--- config.mk ---
export PLATFORM = sky130hd
export DESIGN_NAME = amplitude_ramp_ctrl
export DESIGN_NICKNAME = d
export VERILOG_FILES = /design/src/rtl/amplitude_ramp_ctrl.sv
export SDC_FILE = /design/constraint.sdc
export NUM_CORES = 2
export LEC_CHECK = 0
export BUFFER_PORTS_ARGS = -buffer_cell sky130_fd_sc_hd__buf_2
export CAP_MARGIN = 0
export CORE_ASPECT_RATIO = 1.2
export CORE_MARGIN = 2
export CORE_UTILIZATION = 45
export DETAILED_ROUTE_END_ITERATION = 10
export SKIP_LAST_GASP = 1
export SLEW_MARGIN = 20
export SYNTH_ARGS = -nofsm -noshare
export SYNTH_HDL_FRONTEND = slang
export SYNTH_SLANG_ARGS = --single-unit
--- constraint.sdc ---
create_clock -name clk -period 19 [get_ports clk]
set_input_delay 0.95 -clock clk [delete_from_list [all_inputs] [get_ports clk]]
set_output_delay 0.95 -clock clk [all_outputs]
set_load 0.01 [all_outputs]
--- src/rtl/amplitude_ramp_ctrl.sv ---
// Multi-channel AXI-Stream gain stage: two-stage multiply / round / saturate pipeline
// with a shared gain that ramps linearly toward a programmed target on accepted beats.
module amplitude_ramp_ctrl #(
  parameter int DATA_WIDTH = 16,
  parameter int GAIN_WIDTH = 16,
  parameter int N_CH       = 2
) (
  input  logic                          clk,
  input  logic                          resetn,
  input  logic signed [GAIN_WIDTH-1:0]  target_gain,
  input  logic [GAIN_WIDTH-2:0]         ramp_step,
  input  logic                          gain_load,
  input  logic [N_CH*DATA_WIDTH-1:0]    data_i_tdata,
  input  logic                          data_i_tvalid,
  output logic                          data_i_tready,
  output logic [N_CH*DATA_WIDTH-1:0]    data_o_tdata,
  output logic                          data_o_tvalid,
  input  logic                          data_o_tready,
  output logic [N_CH-1:0]               data_o_sat,
  output logic signed [GAIN_WIDTH-1:0]  gain_cur,
  output logic                          ramp_busy
);

  localparam int PW = DATA_WIDTH + GAIN_WIDTH;
  localparam int RW = DATA_WIDTH + 2;

  localparam logic signed [PW:0] ROUND_C =
    {{(PW + 2 - GAIN_WIDTH){1'b0}}, 1'b1, {(GAIN_WIDTH-2){1'b0}}};
  localparam logic signed [RW-1:0] SMAX =
    {{(RW - DATA_WIDTH + 1){1'b0}}, {(DATA_WIDTH-1){1'b1}}};
  localparam logic signed [RW-1:0] SMIN =
    {{(RW - DATA_WIDTH + 1){1'b1}}, {(DATA_WIDTH-1){1'b0}}};

  typedef enum logic [1:0] {IDLE, UP, DOWN} state_t;

  // Round half-up: add half an LSB of the Q1.(GAIN_WIDTH-1) scale, then drop the fraction.
  function automatic logic signed [RW-1:0] round_half_up(input logic signed [PW-1:0] p);
    logic signed [PW:0] t;
    t = $signed({p[PW-1], p}) + ROUND_C;
    return $signed(t[PW:GAIN_WIDTH-1]);
  endfunction

  // Returns {sat, value}.
  function automatic logic [DATA_WIDTH:0] saturate(input logic signed [RW-1:0] r);
    if (r > SMAX) return {1'b1, SMAX[DATA_WIDTH-1:0]};
    if (r < SMIN) return {1'b1, SMIN[DATA_WIDTH-1:0]};
    return {1'b0, r[DATA_WIDTH-1:0]};
  endfunction

  state_t                       state, state_nx;
  logic signed [GAIN_WIDTH-1:0] target, target_nx, gain_nx;
  logic [GAIN_WIDTH-2:0]        step, step_nx;
  logic signed [GAIN_WIDTH:0]   g_ext, t_ext, step_ext, up_sum, dn_sum;
  logic                         advance, accept;

  logic signed [PW-1:0]         prod_nx [N_CH];
  logic signed [PW-1:0]         prod_p1 [N_CH];
  logic                         vld_p1;
  logic [DATA_WIDTH:0]          rs_nx   [N_CH];
  logic [N_CH*DATA_WIDTH-1:0]   data_nx, data_p2;
  logic [N_CH-1:0]              sat_nx, sat_p2;
  logic                         vld_p2;

  assign advance       = !vld_p2 || data_o_tready;
  assign accept        = data_i_tvalid && advance;
  assign data_i_tready = advance;
  assign data_o_tdata  = data_p2;
  assign data_o_sat    = sat_p2;
  assign data_o_tvalid = vld_p2;

  always_comb begin
    g_ext     = {gain_cur[GAIN_WIDTH-1], gain_cur};
    t_ext     = {target[GAIN_WIDTH-1], target};
    step_ext  = {2'b00, step};
    up_sum    = g_ext + step_ext;
    dn_sum    = g_ext - step_ext;
    state_nx  = state;
    gain_nx   = gain_cur;
    target_nx = target;
    step_nx   = step;
    if (gain_load) begin
      target_nx = target_gain;
      step_nx   = ramp_step;
      if (ramp_step == '0) begin
        gain_nx  = target_gain;
        state_nx = IDLE;
      end else if (gain_cur < target_gain) begin
        state_nx = UP;
      end else if (gain_cur > target_gain) begin
        state_nx = DOWN;
      end else begin
        state_nx = IDLE;
      end
    end else if (accept) begin
      // One extra bit on the sums so a step near full scale clamps instead of wrapping.
      if (state == UP) begin
        if (up_sum >= t_ext) begin
          gain_nx  = target;
          state_nx = IDLE;
        end else begin
          gain_nx = up_sum[GAIN_WIDTH-1:0];
        end
      end else if (state == DOWN) begin
        if (dn_sum <= t_ext) begin
          gain_nx  = target;
          state_nx = IDLE;
        end else begin
          gain_nx = dn_sum[GAIN_WIDTH-1:0];
        end
      end
    end
  end

  always_comb begin
    data_nx = '0;
    sat_nx  = '0;
    for (int k = 0; k < N_CH; k++) begin
      prod_nx[k] = PW'($signed(data_i_tdata[k*DATA_WIDTH +: DATA_WIDTH])) * PW'(gain_cur);
      rs_nx[k]   = saturate(round_half_up(prod_p1[k]));
      data_nx[k*DATA_WIDTH +: DATA_WIDTH] = rs_nx[k][DATA_WIDTH-1:0];
      sat_nx[k]  = rs_nx[k][DATA_WIDTH];
    end
  end

  always_ff @(posedge clk) begin
    if (!resetn) begin
      state     <= IDLE;
      gain_cur  <= '0;
      target    <= '0;
      step      <= '0;
      ramp_busy <= 1'b0;
      vld_p1    <= 1'b0;
      vld_p2    <= 1'b0;
      data_p2   <= '0;
      sat_p2    <= '0;
    end else begin
      state     <= state_nx;
      gain_cur  <= gain_nx;
      target    <= target_nx;
      step      <= step_nx;
      ramp_busy <= (state_nx != IDLE);
      // S1 -> S2 boundary: everything moves together only on advance.
      if (advance) begin
        vld_p1 <= data_i_tvalid;
        vld_p2 <= vld_p1;
        if (vld_p1) begin
          data_p2 <= data_nx;
          sat_p2  <= sat_nx;
        end
      end
    end
  end

  // Input -> S1 boundary: full-precision products, captured only for real beats.
  always_ff @(posedge clk) begin
    if (accept) begin
      for (int k = 0; k < N_CH; k++) prod_p1[k] <= prod_nx[k];
    end
  end

endmodule

=== Word-level counts from Yosys, hierarchy flattened ===
Memories as Yosys holds them, arrays and structs flattened.
Index checks and enable logic that the tools add are counted.
Widths: inputs -> output; s select.

* Bits in registers: 86
* Memory bits (writable): 64
* Input port bits: 68
* Output and inout port bits: 53
* Logic and storage cells: 68
* Memories kept: 1

{| class="wikitable"
|+ Memories
! memory !! words !! bits a word !! read ports !! clocked after memory_dff !! wr ports !! line !! source
|-
| prod_p1 || 2 || 32 || 2 || 0 || 2 || 57 || <nowiki>logic signed [PW-1:0] prod_p1 [N_CH];</nowiki>
|}

* $add $sub $neg: 4
* $mul: 2
* $lt $le $gt $ge: 8
* Equality and inequality tests: 3
* Multiplexer cells: 32
* Reduce and logical (&&, ||, !) cells: 9

{| class="wikitable"
|+ Operators by type and width
! cell !! number
|-
| $mux 17 || 8
|-
| $mux 16 || 7
|-
| $add 32x16->33 const B || 2
|-
| $mul 16x16->32 || 2
|-
| $gt 18x16->1 const B || 2
|-
| $lt 18x16->1 const B || 2
|-
| $mux 2 || 9
|-
| $add 16x16->17 || 1
|-
| $ge 17x16->1 || 1
|-
| $le 17x16->1 || 1
|-
| $sub 16x16->17 || 1
|-
| $gt 16x16->1 || 1
|-
| $lt 16x16->1 || 1
|-
| $logic_not 15->1 || 1
|-
| $mux 1 || 8
|-
| $reduce_bool 2->1 || 2
|-
| $reduce_and 3->1 || 1
|-
| $reduce_bool 3->1 || 1
|-
| $eq 2x1->1 const B || 1
|-
| $eq 2x2->1 const B || 1
|-
| $ne 2x1->1 const B || 1
|-
| $reduce_and 2->1 || 1
|-
| $logic_and 1x1->1 || 1
|-
| $logic_not 1->1 || 1
|-
| $logic_or 1x1->1 || 1
|}

=== Longest topological paths before layout ===
* Word-level depth: 8
* Depth in mapped cells: 24
* Gate-level depth less buffers: 23

=== Least setup slack after synthesis ===
Ideal clock, no wire load.

* Path kind: input -> register
* From: in data_i_tdata[15]
* To: mem prod_p1[0][31] in the netlist's numbering (data pin)
* Library setup time: 0.260 ns
* Arrival time: 6.252 ns
* Required time: 18.740 ns
* Slack: 12.488 ns
* Cell stages on the path: 18
* Path buffers: 1
* Cells stage by stage: clkbuf_1 nand2_1 inv_1 fa_1 fa_1 inv_1 fa_1 inv_1 fa_1 fa_1 fa_1 ha_1 a21o_1 a211oi_1 a21bo_2 a211o_1 a21oi_1 xnor2_1

{| class="wikitable"
|+ RTL lines
! item !! line !! source
|-
| start: declaration || 13 || <nowiki>input logic [N_CH*DATA_WIDTH-1:0] data_i_tdata,</nowiki>
|-
| end: declaration || 57 ||
|}

==> metrics.csv <==
stage;metric;value;unit
synth;yosysSeqAreaShare;10.5;%
place;gp_congestion;0.917;
global_route;grt_start_max_net_pins;87;
global_route;antenna_found_initial;4;
place;dp.cells;3755;
floorplan;initial_core_util;45.7;%
global_route;grt_pass1_vias;22200;
power;leakage;14.7;nW
timing;rsz0062_at_grt;no;
route;num_vias;19700;
critical_path;max_stage_delay;0.93;ns
synth;ys_ff_latch;122;
run;maxCapViolCount;0;
power;p_per_area;58.1;mW/mm²
final_layout;design.final.nets;3814;
critical_path;crit_fanout;32;
power;peakVddDrop;74.5;µV
final_layout;final_common_cell;inv_1;
floorplan;core.rowCount;97;
final_layout;drive_above_1_share;7.21;%
floorplan;io_pins;121;
min_path;hp-class;flip-flop to flip-flop;
clock_network;cts_buffer_depth;2;
synth;synth_compound_area_share;8.21;%
timing;tns;0;ns
clock_network;clk_pin_slew;0.06;ns
floorplan;die_h;271;µm
clock_network;cts_setup_buffers;0;
clock_network;clock_sinks;122;
min_path;hold_path_startpoint;data_o_tdata[0];
clock_network;cts_tree;done;
critical_path;required;19.22;ns
synth;async_reset_ff_share;0;%
global_route;grt_pass1_wl;114;mm
final_layout;regArea;0.00280;mm²
route;routed_via_density;5.20;
floorplan;die_x;227;µm
place;dp_hpwl;54.7;mm
synth;syn-num-nets;3774;
timing;max_freq;145;MHz
synth;ys.flop_type;dfxtp_1;
critical_path;cp_top_family;adder cells;
synth;synth_fa_ha_area_share;50.4;%
synth;synth.cell_area;0.0268;mm²
critical_path;cp.arrival;7.14;ns
route;wl_per_cell;18.1;µm
final_layout;fillers;5593;
synth;synth-edff-count;36;
final_layout;multiInputGateArea;0.0211;mm²
status;status;complete, no violations;
timing;setup_viol;0;
final_layout;area_growth;6.82;%
critical_path;rr_startpoint;gain_cur[1];
global_route;grt_use_total;23.8;%
synth;synth_area_per_cell;9.10;µm²
clock_network;hold_buffers;0;
final_layout;final-instance-count-excl-fill;3788;
timing;period_share;36.4;%
floorplan;coreArea;0.0586;mm²
synth;synth_xor_area_share;3.50;%
critical_path;path_class;flip-flop to flip-flop;
timing;slew_headroom;26.3;%
route;firstDrtPassIters;5;
timing;hold_viol;0;
critical_path;worstPathCellList;buf_4 > nand2_1 > inv_1 > fa_1 > fa_1 > inv_1 > fa_1 > inv_1 > fa_1 > fa_1 > fa_1 > ha_1 > a21o_1 > a211oi_1 > a21bo_2 > a211o_1 > a21oi_1 > xnor2_1;
floorplan;dieArea;0.0614;mm²
synth;synth_cell_types;76;
clock_network;insertion_delay;0.48;ns
critical_path;cp-end-kind;flip-flop;
route;wl;68.5;mm
critical_path;worst-path-buf-inv;4;
critical_path;cp-startpoint;gain_cur[1];
timing;fin_crit;6.92;ns
synth;synth_top_family_by_area;adder cells;
synth;netlist_instances;2942;
clock_network;cts_root_buf;clkbuf_16;
global_route;overflow;0;
critical_path;cp_common_cell;fa_1;
timing;tightest_slew;1.11;ns
route;postRouteAntennaNets;0;
final_layout;most-common-layout-cells;inv_1 (637), fa_1 (524), nand2_1 (293);
synth;muxShareOfSynthArea;0.916;%
clock_network;h-tree-depth;4;
timing;fin_skew;0.0107;ns
route;drcViolationCount;0;
route;drt_iter0_drc;838;
synth;yosys_warnings;0;
critical_path;worstSetupStartpointType;flip-flop;
clock_network;post_cts_resized;0;
synth;synth-simple-area-share;15.7;%
clock_network;numCtsBuffers;17;
timing;maxSlewViolCount;0;
place;numPortBuffers;120;
critical_path;critPathSlowestCell;fa_1;
-- stage by stage --
stage                     hold WS (ns)  total power, mW  utilization, %  setup WS, ns  area (µm²)
after floorplan                  0.465             1.08               -         12.49       26800
final                            0.470             1.66            48.8         12.08       28600
after CTS                        0.473             1.68            48.8         12.09       28600
after detailed placement         0.456             1.34            47.8         11.85       28000
after global routing             0.511             1.82            48.8         11.82       28600
after global placement           0.449             1.33            47.8         11.94       28000
-- where the power goes --
group	total [mW]	switching, mW	leakage [nW]	internal [mW]
Clock	0.322	0.135	0.282	0.186
Combinational	0.958	0.575	13.3	0.383
Sequential	0.381	0.0449	1.07	0.336
-- layer usage --
layer / vias up / track usage [%] / wire [µm]
met2: 373 / 45.1 / 37200
met5: - / 0 / 23
met1: 10100 / 27.4 / 27400
li1: 9085 / - / -
met4: 4 / 7.41 / 1660
met3: 102 / 3.00 / 2210
-- flip-flops by register name, indices dropped and copies added, names as in the netlist --
register,count
prod_p1,36
data_o_tdata,32
gain_cur,16
target,16
step,15
data_o_sat,2
state,2
data_o_tvalid,1
ramp_busy,1
vld_p1,1
-- path summary, 6_finish.rpt --
| path | endpoint | slack [ns] | cells after the start |
|---|---|---|---|
| worst max-delay path | prod_p1[0][31] | 12.08 | 18 |
| worst min-delay path | data_o_tdata[0] | 0.47 | 2 |
| worst max register to register | prod_p1[0][31] | 12.08 | 18 |
| worst min register to register | data_o_tdata[0] | 0.47 | 2 |
-- synth_stat cells, types with 4 or more instances --
cell / n / area, µm²
buf_2: 5 / 25.0
inv_1: 637 / 2390
a211oi_1: 11 / 82.6
and4_1: 6 / 52.6
buf_4: 5 / 37.5
a21oi_2: 7 / 61.3
nor2_1: 121 / 454
o21ai_1: 5 / 25.0
nand2_1: 293 / 1100
o221ai_1: 15 / 131
and3_1: 21 / 131
nand2b_1: 14 / 87.6
xor2_1: 33 / 289
edfxtp_1: 36 / 1080
o21ai_0: 95 / 475
a21oi_1: 79 / 395
o211ai_1: 5 / 37.5
nand3_1: 32 / 160
xnor2_1: 74 / 648
a31oi_1: 14 / 87.6
o21bai_1: 7 / 52.6
o21a_1: 18 / 135
nand4_1: 16 / 100
mux2i_1: 23 / 230
a21boi_0: 6 / 45.0
clkbuf_1: 105 / 394
ha_1: 240 / 3000
nor3_1: 14 / 70.1
a21o_1: 25 / 188
a211o_1: 5 / 43.8
dfxtp_1: 86 / 1720
o221a_2: 4 / 45.0
nor2b_1: 40 / 250
and2_1: 256 / 1600
fa_1: 524 / 10500
-- final cells by class --
type / instances / share of cell area, %
diodes: 2 / 0.0175
multi-input cells: 2062 / 73.7
inverters: 637 / 8.36
clock buffers: 19 / 1.58
well taps: 792 / 3.47
clock inverters: 12 / 0.376
repair buffers: 142 / 2.68
flip-flops and latches: 122 / 9.80
-- kinds of logic (layout without fill, tap and decap cells) --
family,Yosys count,in the layout
AOI/OAI and AO/OA,332,332
buffers and inverters,758,810
and+or+nand+nor,835,835
other,0,2
DFF,122,122
adders and majority gates,764,764
xor gates and xnor gates,107,107
muxes,24,24
-- worst register-to-register path, delay by kind of cell, from the launching register on --
kind | cells | cell delay [ns]
DFF | 1 | 0.52
adders and majority gates | 7 | 3.78
buffers and inverters | 4 | 0.88
AOI/OAI and AO/OA | 5 | 1.19
xor gates and xnor gates | 1 | 0.08
and+or+nand+nor | 1 | 0.21
Note: power is estimated with default switching activity, not from simulation.
